[config.mk]
export PLATFORM = sky130hd
export DESIGN_NAME = shifter_seq_ctrl
export DESIGN_NICKNAME = d
export VERILOG_FILES = /design/src/rtl/shifter_pkg.sv /design/src/rtl/shifter_seq_ctrl.sv
export SDC_FILE = /design/constraint.sdc
export NUM_CORES = 1
export LEC_CHECK = 0
export ABC_AREA = 1
export CORE_ASPECT_RATIO = 1.25
export CORE_UTILIZATION = 35
export CTS_CLUSTER_DIAMETER = 60
export DETAILED_ROUTE_END_ITERATION = 16
export PLACE_DENSITY = 0.72
export SYNTH_ARGS = -nofsm -noshare
export SYNTH_HDL_FRONTEND = slang
export SYNTH_SLANG_ARGS = --single-unit
[constraint.sdc]
create_clock -name clk -period 1.5 [get_ports clk]
set_input_delay 0.375 -clock clk [delete_from_list [all_inputs] [get_ports clk]]
set_output_delay 0.375 -clock clk [all_outputs]
set_load 0.02 [all_outputs]
[src/rtl/shifter_pkg.sv]
// Shared definitions for the shift-register command sequencer: command op
// encodings, controller state encoding and default datapath sizes.
package shifter_pkg;

    // Default sizes; WIDTH must match the attached shifter instance.
    localparam int WIDTH_DEF = 4;
    localparam int CNT_W_DEF = 3;

    // Command op encodings carried on cmd_op.
    localparam logic [1:0] OP_LOAD = 2'b00;
    localparam logic [1:0] OP_SHR  = 2'b01;
    localparam logic [1:0] OP_SHL  = 2'b10;
    localparam logic [1:0] OP_ROTR = 2'b11;

    // Controller states, also visible on the dbg_state port.
    typedef enum logic [1:0] {
        ST_IDLE = 2'd0,
        ST_RUN  = 2'd1,
        ST_CAPT = 2'd2
    } state_e;

endpackage

[src/rtl/shifter_seq_ctrl.sv]
// Command sequencer for the 4-bit parallel-load / bidirectional shifter.
// Takes one LOAD / SHR / SHL (/ ROTR) command at a time, drives the shifter
// controls for the required cycles, then snapshots Q into res and pulses done.
//
// Build option: define SHIFTER_SEQ_ROTATE_EN to make op 11 a rotate-right
// (sh_d_sr fed from sh_q[0]). Without it op 11 is illegal and only
// reports done+err with res recaptured from Q.
//
// Handshake: a command transfers on a rising edge where cmd_valid and
// cmd_ready are both high; the source holds cmd_* stable until then.
// cmd_ready is high only in IDLE (including the done cycle), so a new
// command may be presented back-to-back with done.
module shifter_seq_ctrl
    import shifter_pkg::*;
#(
    parameter int WIDTH = WIDTH_DEF,
    parameter int CNT_W = CNT_W_DEF
) (
    input  logic             clk,
    input  logic             clr,
    input  logic             cmd_valid,
    output logic             cmd_ready,
    input  logic [1:0]       cmd_op,
    input  logic [WIDTH-1:0] cmd_data,
    input  logic [CNT_W-1:0] cmd_cnt,
    input  logic             cmd_fill,
    output logic             sh_ld,
    output logic             sh_sr,
    output logic             sh_sl,
    output logic [WIDTH-1:0] sh_d,
    output logic             sh_d_sr,
    output logic             sh_d_sl,
    input  logic [WIDTH-1:0] sh_q,
    output logic             done,
    output logic [WIDTH-1:0] res,
    output logic             err,
    output logic [1:0]       dbg_state
);

    localparam logic [1:0] S_IDLE = ST_IDLE;
    localparam logic [1:0] S_RUN  = ST_RUN;
    localparam logic [1:0] S_CAPT = ST_CAPT;

    localparam logic [CNT_W-1:0] CNT_ZERO = '0;
    localparam logic [CNT_W-1:0] CNT_ONE  = CNT_W'(1);

    logic [1:0]       state;
    logic [CNT_W-1:0] cnt_q;
    logic             illegal_q;
    logic             d_sr_q;
    logic             accept;
    logic             op_right;
    logic             op_illegal;
    logic             rot_q;

    // Decode which ops move toward the LSB and which are illegal in this build.
`ifdef SHIFTER_SEQ_ROTATE_EN
    assign op_right   = (cmd_op == OP_SHR) || (cmd_op == OP_ROTR);
    assign op_illegal = 1'b0;
`else
    assign op_right   = (cmd_op == OP_SHR);
    assign op_illegal = (cmd_op == OP_ROTR);
`endif

    assign cmd_ready = (state == S_IDLE) && clr;
    assign accept    = cmd_valid && cmd_ready;
    assign dbg_state = state;

    // Rotate feeds the LSB back into the MSB; otherwise the registered fill.
`ifdef SHIFTER_SEQ_ROTATE_EN
    assign sh_d_sr = rot_q ? sh_q[0] : d_sr_q;
`else
    assign sh_d_sr = d_sr_q;
`endif

    // Sequencer FSM, shift down-counter and all registered outputs.
    always_ff @(posedge clk or negedge clr) begin
        if (!clr) begin
            state     <= S_IDLE;
            cnt_q     <= '0;
            illegal_q <= 1'b0;
            rot_q     <= 1'b0;
            sh_ld     <= 1'b0;
            sh_sr     <= 1'b0;
            sh_sl     <= 1'b0;
            sh_d      <= '0;
            d_sr_q    <= 1'b0;
            sh_d_sl   <= 1'b0;
            done      <= 1'b0;
            err       <= 1'b0;
            res       <= '0;
        end else begin
            done <= 1'b0;
            err  <= 1'b0;
            case (state)
                S_IDLE: begin
                    if (accept) begin
                        illegal_q <= op_illegal;
                        rot_q     <= (cmd_op == OP_ROTR) && !op_illegal;
                        if (op_illegal) begin
                            state <= S_CAPT;
                        end else if (cmd_op == OP_LOAD) begin
                            // Zero count: the single load cycle is also the last.
                            sh_ld <= 1'b1;
                            sh_d  <= cmd_data;
                            cnt_q <= CNT_ZERO;
                            state <= S_RUN;
                        end else if (cmd_cnt == CNT_ZERO) begin
                            state <= S_CAPT;
                        end else if (op_right) begin
                            sh_sr  <= 1'b1;
                            d_sr_q <= cmd_fill;
                            cnt_q  <= cmd_cnt;
                            state  <= S_RUN;
                        end else begin
                            sh_sl   <= 1'b1;
                            sh_d_sl <= cmd_fill;
                            cnt_q   <= cmd_cnt;
                            state   <= S_RUN;
                        end
                    end
                end
                S_RUN: begin
                    // Shifts run cnt active cycles plus one settle cycle at cnt_q==0.
                    if (cnt_q == CNT_ZERO) begin
                        sh_ld   <= 1'b0;
                        sh_sr   <= 1'b0;
                        sh_sl   <= 1'b0;
                        d_sr_q  <= 1'b0;
                        sh_d_sl <= 1'b0;
                        rot_q   <= 1'b0;
                        state   <= S_CAPT;
                    end else begin
                        cnt_q <= cnt_q - CNT_ONE;
                        if (cnt_q == CNT_ONE) begin
                            sh_sr <= 1'b0;
                            sh_sl <= 1'b0;
                        end
                    end
                end
                S_CAPT: begin
                    res   <= sh_q;
                    done  <= 1'b1;
                    err   <= illegal_q;
                    rot_q <= 1'b0;
                    state <= S_IDLE;
                end
                default: begin
                    state <= S_IDLE;
                end
            endcase
        end
    end

endmodule

==> impl_metrics.yaml, run 1 <==
cells_and_area:
  nFillCells: 297
  drive_gt1_share_pct: 19.0
  syn_to_final_growth_pct: 42.7
  num-nets-final: 216
  post-route-util_pct: 53.7
  antenna_cells: 0
  final_cell_area_mm2: 0.00163
floorplan:
  die-area_mm2: 0.00349
  fp.dieH_um: 65.8
  die_w_um: 53.0
  ioPinCount: 35
  core_area_mm2: 0.00303
  fp-row-count: 22
  start_util_pct: 37.6
sta:
  period_share_pct: 97.7
  worst_pin_slew_ns: 0.269
  hold_viol_final: 0
  max_freq_mhz: 682
  setup_viol: 0
  fin_skew_ns: 0.00435
  slew_viol_final: 0
  fin_crit_ns: 1.47
  hold_ws_ns: 0.165
  grt_setup_unrepaired: "yes"
  tns_ns: 0
  relSlewSlack_pct: 82.0
setup_path:
  critPathMaxStageDelay_ns: 0.41
  required_ns: 1.12
  crit_path_start_kind: "register"
  critPathKind: "reg -> out"
  crit_family: "flip-flops"
  critPathBufInv: 2
  cp.arrival_ns: 1.09
  cp-end-kind: "output pin"
  critPathMaxFanout: 2
  cp_slowest_cell: "dfrtp_1"
  cp_cell_sequence: "inv_2 -> nand2_4 -> nor2_4 -> buf_6"
power_and_ir_drop:
  combPwrFrac_pct: 59.9
  total_power_mw: 3.08
  power.internal_mw: 1.63
  netSwitchingFraction_pct: 47.1
  power.leakage_nw: 0.889
  irDropWorstVdd_mv: 0.920
  clkPwrFrac_pct: 9.2
  p_per_area_mw_per_mm2: 1890
  power_frac_seq_pct: 31.0
  p_sw_mw: 1.45
drt:
  met1_length_um: 1020
  dr_total_vias: 1109
  met2_length_um: 1350
  drt_drc_violations_left: 0
  met3_wirelength_um: 126
  wl_um: 2570
  first_iter_violations: 21
  dr.pass1.iters: 4
  drt-vias-per-instance: 4.80
  ant_nets: 0
  wl_per_cell_um: 11.1
  topRoutingLayerUsed: "met4"
grt:
  antenna_found_initial: 0
  overflow: 0
  grt_usage_pct: 17.5
  grt_max_degree: 22
  grt_pass1_vias: 1067
  grt_pass1_wl_um: 4430
yosys:
  syn_area_mm2: 0.00114
  syn_nets: 164
  yosys_warnings: 0
  synth_cell_types: 19
  ys_ff_latch: 21
  syn_area_per_cell_um2: 7.92
  synth-seq-area-share_pct: 46.1
  netlist_instances: 144
place:
  gp_congestion: 0.812
  port_buffers: 34
  dp_hpwl_um: 2030
  place_area_mm2: 0.00162
flow_run:
  drv_cap: 0
cts:
  clock-sinks: 21
  root_buffer: "clkbuf_4"
  clk_latency_ns: 0.31
  ctsLongestPathBuffers: 2
  clkTransAtPathRegs_ns: 0.12
  h-tree-depth: 1
  hold_buffers: 0
  tritoncts: "built"
  cts_made_buffers: 3
min_path:
  hp-class: "in -> async"
run_status:
  status: "completed"
layout by cell type, fill, tap and decap left out, drive strengths merged:
cell / synthesis / routed
xnor2: 1 / 1
inv: 18 / 18
ha: 3 / 3
nor2: 13 / 13
clkbuf: 0 / 3
dlygate4sd2: 0 / 16
dfrtp: 21 / 21
nand4: 3 / 3
nand2: 58 / 58
clkinv: 0 / 1
nand3: 12 / 12
o21ai: 12 / 12
buf: 1 / 17
a21oi: 2 / 2
clkdlybuf4s50: 0 / 15
worst reg2reg max path, cell delays in order, from the launching register on:
cell     delay [ns]
dfrtp_1        0.41
inv_1          0.08
ha_1           0.19
nand2_1        0.10
nor2_1         0.07
a21oi_4        0.18
nand2_2        0.10
nand2_1        0.07
nand2_1        0.05
final timing paths:
| path | startpoint | endpoint | slack (ns) | cells after the start |
|---|---|---|---|---|
| worst max-delay path | dbg_state[1] | cmd_ready | 0.03 | 4 |
| worst min-delay path | clr | cnt_q[2] | 0.17 | 2 |
| worst max register to register | cnt_q[0] | cnt_q[2] | 0.16 | 8 |
| worst min register to register | sh_d_sl | sh_d_sl | 0.48 | 2 |
| max in group asynchronous | clr | res[0] | 1.12 | 2 |
| min in group clk | sh_d_sl | sh_d_sl | 0.48 | 2 |
cells by family after synthesis:
logic type,count (synthesis),share of synthesized area (%)
buffers and inverters,19,7.46
AND/OR/NAND/NOR,86,34.2
AO/OA/AOI/OAI,14,8.12
adder cells (fa/ha/maj),3,3.29
flip-flops,21,46.1
XOR/XNOR,1,0.769
power groups by stage:
| stage | clock (mW) | sequential [mW] | combinational [mW] |
|---|---|---|---|
| CTS | 0.297 | 0.958 | 1.86 |
| global route | 0.318 | 0.989 | 2.05 |
| finish | 0.282 | 0.954 | 1.84 |
| global placement | 0 | 0.961 | 1.92 |
| detailed placement | 0 | 0.973 | 1.98 |
| floorplan | 0 | 1.24 | 0.958 |
what timing repair did:
item | in CTS | in global routing
pin swaps | 2 | 1
setup endpoints to repair | 18 | 5
buffers inserted | 0 | 0
gates resized for setup | 32 | 1
Yosys cell counts:
| cell type | count | area, um2 |
|---|---|---|
| nand3_1 | 12 | 60.1 |
| inv_1 | 15 | 56.3 |
| inv_4 | 1 | 6.26 |
| inv_2 | 2 | 7.51 |
| a21oi_4 | 1 | 16.3 |
| nand2_2 | 3 | 18.8 |
| nand2_1 | 52 | 195 |
| nand2_4 | 3 | 33.8 |
| dfrtp_1 | 21 | 526 |
| nor2_1 | 9 | 33.8 |
| nor2_2 | 3 | 18.8 |
| nor2_4 | 1 | 11.3 |
| ha_1 | 3 | 37.5 |
| nand4_1 | 3 | 18.8 |
| buf_8 | 1 | 15.0 |
| a21oi_1 | 1 | 5.00 |
| xnor2_1 | 1 | 8.76 |
| o21ai_4 | 1 | 16.3 |
| o21ai_0 | 11 | 55.1 |
per-stage QoR:
step,std cells,setup slack (ns)
2_1_floorplan,144,0.0846
3_3_place_gp,227,-0.564
3_5_place_dp,227,-0.568
4_1_cts,231,-0.0125
5_1_grt,231,-0.0307
6_report,231,0.0343
layer usage:
layer	vias up	track usage [%]
met2	36	32.1
met4	0	9.87
met5	-	0
met3	8	3.22
met1	511	17.8
li1	554	-
sequential cells by signal (all words and copies together), names as in the netlist:
signal and cells:
cnt_q 3, dbg_state 2, done 1, err 1, illegal_q 1, res 4, sh_d 4, sh_d_sl 1
sh_d_sr 1, sh_ld 1, sh_sl 1, sh_sr 1
cell type report:
class	instances	area (um2)	share of cell area, %
repair buffers	48	417	25.6
clock buffers	3	22.5	1.38
clock inverters	1	5.00	0.308
inverters	18	70.1	4.31
multi-input cells	104	542	33.3
well taps	36	45.0	2.77
flip-flops and latches	21	526	32.3
(Power assumes the default switching activity.)
==> run 2: changes to the inputs <==
--- a/config.mk
+++ b/config.mk
@@ -10,6 +10,7 @@
 export CORE_UTILIZATION = 35
 export CTS_CLUSTER_DIAMETER = 60
 export DETAILED_ROUTE_END_ITERATION = 16
+export MAX_ROUTING_LAYER = met4
 export PLACE_DENSITY = 0.72
 export SYNTH_ARGS = -nofsm -noshare
 export SYNTH_HDL_FRONTEND = slang
==> impl_metrics.yaml, run 2 (same netlist as run 1, synthesis figures left out) <==
run_status:
  status: "completed"
setup_path:
  r2r-start: "cnt_q[0]"
  cp.arrival_ns: 1.09
  required_ns: 1.12
  reg2reg_to: "cnt_q[2]"
  crit_path_start_kind: "register"
  critPathMaxFanout: 2
  cp-end-kind: "output pin"
  critPathKind: "reg -> out"
  rr_worst_depth: 8
  r2r_slack_ns: 0.16
cells_and_area:
  antenna_cells: 0
  final_cell_mix: "nand2_1 (52), dfrtp_1 (21), dlygate4sd2_1 (16)"
  post-route-util_pct: 53.7
  final_cell_area_mm2: 0.00163
  largestRegisters: "res x4, sh_d x4, cnt_q x3"
  syn_to_final_growth_pct: 42.7
  num-nets-final: 216
  nFillCells: 297
  final_common_cell: "nand2_1"
  drive_gt1_share_pct: 19.0
sta:
  period_share_pct: 97.7
  hold_ws_ns: 0.165
  fin_skew_ns: 0.00433
  fin_crit_ns: 1.47
  grt_setup_unrepaired: "yes"
  max_freq_mhz: 682
  setup_viol: 0
  slew_viol_final: 0
  worst_pin_slew_ns: 0.269
  relSlewSlack_pct: 82.0
  hold_viol_final: 0
cts:
  tritoncts: "built"
  post_cts_buffers: 0
  clock-sinks: 21
  cts_made_buffers: 3
  root_buffer: "clkbuf_4"
  clk_latency_ns: 0.31
  h-tree-depth: 1
  ctsLongestPathBuffers: 2
  clkTransAtPathRegs_ns: 0.12
floorplan:
  core_area_mm2: 0.00303
  fp.dieH_um: 65.8
  start_util_pct: 37.6
  ioPinCount: 35
  die-area_mm2: 0.00349
  die_w_um: 53.0
  fp-row-count: 22
grt:
  grt_pass1_wl_um: 4430
  grt_max_degree: 22
  antenna_found_initial: 0
  grt_pass1_vias: 1066
  overflow: 0
  grt_usage_pct: 17.9
drt:
  first_iter_violations: 21
  drt-vias-per-instance: 4.80
  drt_drc_violations_left: 0
  dr.pass1.iters: 4
  wl_um: 2570
  dr_total_vias: 1109
  wl_per_cell_um: 11.1
  ant_nets: 0
power_and_ir_drop:
  irDropWorstVdd_mv: 0.920
  p_per_area_mw_per_mm2: 1890
  power.leakage_nw: 0.889
place:
  place_area_mm2: 0.00162
  gp_congestion: 0.824
  dp_hpwl_um: 2030
  port_buffers: 34
min_path:
  hp-class: "in -> async"
flow_run:
  drv_cap: 0
run 2: cell counts in the layout (fill, tap and decap cells not counted):
Identical to the previous run, type by type.
run 2: metrics by stage:
| stage | power (mW) | cells | setup TNS, ns | setup slack [ns] |
|---|---|---|---|---|
| after detailed placement | 2.95 | 227 | -3.49 | -0.568 |
| after global routing | 3.36 | 231 | -0.0307 | -0.0307 |
| after floorplan | 2.19 | 144 | 0 | 0.0846 |
| after global placement | 2.88 | 227 | -3.27 | -0.564 |
| after CTS | 3.12 | 231 | -0.0125 | -0.0125 |
| final | 3.08 | 231 | 0 | 0.0345 |
run 2: power breakdown:
| part | total, mW | switching, mW | internal (mW) |
|---|---|---|---|
| sequential | 0.954 | 0.134 | 0.821 |
| clock | 0.282 | 0.182 | 0.0999 |
| combinational | 1.84 | 1.14 | 0.709 |
run 2: cell type report:
cell class                 count  area [um2]  area share, %
clock inverter                 1        5.00          0.308
sequential                    21         526           32.3
inverter                      18        70.1           4.31
tap                           36        45.0           2.77
clock buffer                   3        22.5           1.38
multi-input combinational    104         542           33.3
timing repair buffer          48         417           25.6
run 2: repair_timing:
item	4_1_cts	5_1_grt
setup endpoints to repair	18	5
resized for setup	32	1
hold endpoints to repair	0	0
hold buffers	0	0
pin swaps	2	1
run 2: per-layer routing:
metal	vias up	GRT usage, %	share of wire [%]
li1	554	-	-
met1	511	17.8	40
met2	36	32.1	53
met3	8	3.22	4.9
met4	0	9.87	2.6
met5	-	-	0
run 2: how the worst max path moves through the flow:
stage / start / end / depth (start not counted)
global route: dbg_state[0] / cmd_ready / 4
CTS: dbg_state[0] / cmd_ready / 4
finish: dbg_state[1] / cmd_ready / 4
global placement: clr / cmd_ready / 4
detailed placement: clr / cmd_ready / 4
floorplan: dbg_state[1] / sh_d[0] / 6
run 2: critical path: stages, from the launching register on:
cell and delay, ns:
dfrtp_1 0.41, inv_2 0.08, nand2_4 0.06, nor2_4 0.10
buf_6 0.13
==> run 3: changes to the inputs <==
--- a/config.mk
+++ b/config.mk
@@ -6,12 +6,14 @@
 export NUM_CORES = 1
 export LEC_CHECK = 0
 export ABC_AREA = 1
+export CAP_MARGIN = 25
 export CORE_ASPECT_RATIO = 1.25
 export CORE_UTILIZATION = 35
 export CTS_CLUSTER_DIAMETER = 60
 export DETAILED_ROUTE_END_ITERATION = 16
 export MAX_ROUTING_LAYER = met4
 export PLACE_DENSITY = 0.72
+export SETUP_SLACK_MARGIN = 0.5
 export SYNTH_ARGS = -nofsm -noshare
 export SYNTH_HDL_FRONTEND = slang
 export SYNTH_SLANG_ARGS = --single-unit
==> impl_metrics.yaml, run 3 (same netlist as run 1, synthesis figures left out) <==
run_status:
  status: "completed"
setup_path:
  cp-end-kind: "output pin"
  critPathMaxFanout: 4
  required_ns: 1.12
  critPathBufInv: 2
  crit_family: "flip-flops"
  crit_top_cell: "buf_4"
  cp.arrival_ns: 1.09
  crit_path_start_kind: "register"
  critPathKind: "reg -> out"
  cp_slowest_cell: "dfrtp_2"
  critPathMaxStageDelay_ns: 0.43
  cp_cell_sequence: "buf_4 -> buf_4"
cells_and_area:
  num-nets-final: 233
  syn_to_final_growth_pct: 72.9
  drive_gt1_share_pct: 46.2
  largestRegisters: "res x4, sh_d x4, cnt_q x3"
  antenna_cells: 0
  final_common_cell: "nand2_1"
  final_cell_mix: "nand2_1 (41), buf_4 (28), buf_6 (20)"
  nFillCells: 256
sta:
  setup_viol: 0
  worst_pin_slew_ns: 0.281
  max_freq_mhz: 685
  grt_setup_unrepaired: "yes"
  fin_crit_ns: 1.46
  hold_viol_final: 0
  relSlewSlack_pct: 81.3
  slew_viol_final: 0
  fin_skew_ns: 0.00529
  period_share_pct: 97.3
  hold_ws_ns: 0.193
drt:
  ant_nets: 0
  dr_total_vias: 1177
  drt_drc_violations_left: 0
  wl_um: 2890
  first_iter_violations: 20
  dr.pass1.iters: 4
  drt-vias-per-instance: 4.75
  wl_per_cell_um: 11.7
power_and_ir_drop:
  p_per_area_mw_per_mm2: 2100
  power.leakage_nw: 1.00
  total_power_mw: 4.14
  irDropWorstVdd_mv: 1.28
floorplan:
  fp.dieH_um: 65.8
  die_w_um: 53.0
  start_util_pct: 37.6
  die-area_mm2: 0.00349
  core_area_mm2: 0.00303
  fp-row-count: 22
  ioPinCount: 35
cts:
  clkTransAtPathRegs_ns: 0.12
  root_buffer: "clkbuf_4"
  hold_buffers: 0
  ctsLongestPathBuffers: 2
  h-tree-depth: 1
  cts_made_buffers: 3
  clock-sinks: 21
  tritoncts: "built"
  clk_latency_ns: 0.31
place:
  port_buffers: 34
  gp_congestion: 0.855
  dp_hpwl_um: 2050
grt:
  overflow: 0
  grt_usage_pct: 19.0
  grt_max_degree: 22
  antenna_found_initial: 0
  grt_pass1_vias: 1213
  grt_pass1_wl_um: 4840
min_path:
  hp-class: "in -> async"
flow_run:
  drv_cap: 0
## run 3: cell count changes in the layout (fill, tap and decap cells not counted), moves of 6 or more
cell,previous run,this run
buf_6,1,20
buf_4,14,28
nand2_1,52,41
dlygate4sd2_1,16,7
nand2_2,2,10
o21ai_0,11,3
o21ai_1,0,8
clkdlybuf4s50_1,15,9
inv_1,15,9
nor2_4,2,8
## run 3: worst paths after layout
path	startpoint	slack (ns)	endpoint	depth (start not counted)
setup / recovery	dbg_state[0]	0.04	dbg_state[0]	2
hold / removal	clr	0.19	sh_d[1]	2
setup reg to reg	dbg_state[0]	0.16	sh_d_sl	9
hold reg to reg	illegal_q	0.51	illegal_q	2
max in group asynchronous	clr	1.07	dbg_state[1]	2
min in group clk	illegal_q	0.51	illegal_q	2
## run 3: repair_timing
| item | CTS | global route |
|---|---|---|
| endpoints found under the setup margin | 38 | 38 |
| setup buffers | 12 | 7 |
| gates resized for setup | 138 | 16 |
| pin swaps | 13 | 3 |
## run 3: where the power goes
group          leakage [nW]  total, mW  switching, mW  internal (mW)
Clock                0.0150      0.279          0.175          0.104
Sequential            0.264       1.01          0.186          0.827
Combinational         0.724       2.85           1.48           1.37
Total                  1.00       4.14           1.84           2.30
## run 3: final cells by class
type | instances | area, um2 | share of cell area (%)
Clock buffer | 4 | 26.3 | 1.33
Inverter | 18 | 82.6 | 4.19
Multi-Input combinational cell | 104 | 682 | 34.6
Sequential cell | 21 | 528 | 26.8
Tap cell | 36 | 45.0 | 2.29
Timing Repair Buffer | 65 | 607 | 30.8
## run 3: worst reg2reg max path: stages (launching register included)
cell	delay, ns
dfrtp_2	0.43
buf_4	0.18
nor2_4	0.16
buf_12	0.13
nand2_2	0.06
nand2_1	0.09
inv_2	0.06
nand3_1	0.08
nand2_1	0.05
nand2_1	0.06
## run 3: layer usage
layer	share of wire [%]	vias to the layer above	GRT usage (%)	wire (um)
li1	-	587	-	-
met1	39	538	20.8	1120
met2	54	47	35.3	1570
met3	5.2	5	2.07	150
met4	1.9	0	5.59	55
met5	0	-	-	0
## run 3: through the flow
stage	std cells	worst slack, ns	util [%]	setup TNS (ns)	cell area (um2)
after floorplan	144	0.261	-	0	1200
final	248	0.0398	65.1	0	1970
after CTS	241	0.0345	61.4	0	1860
after global routing	248	-0.0120	65.1	-0.0120	1970
after global placement	225	-0.536	54.8	-3.62	1660
after detailed placement	225	-0.543	54.8	-4.02	1660
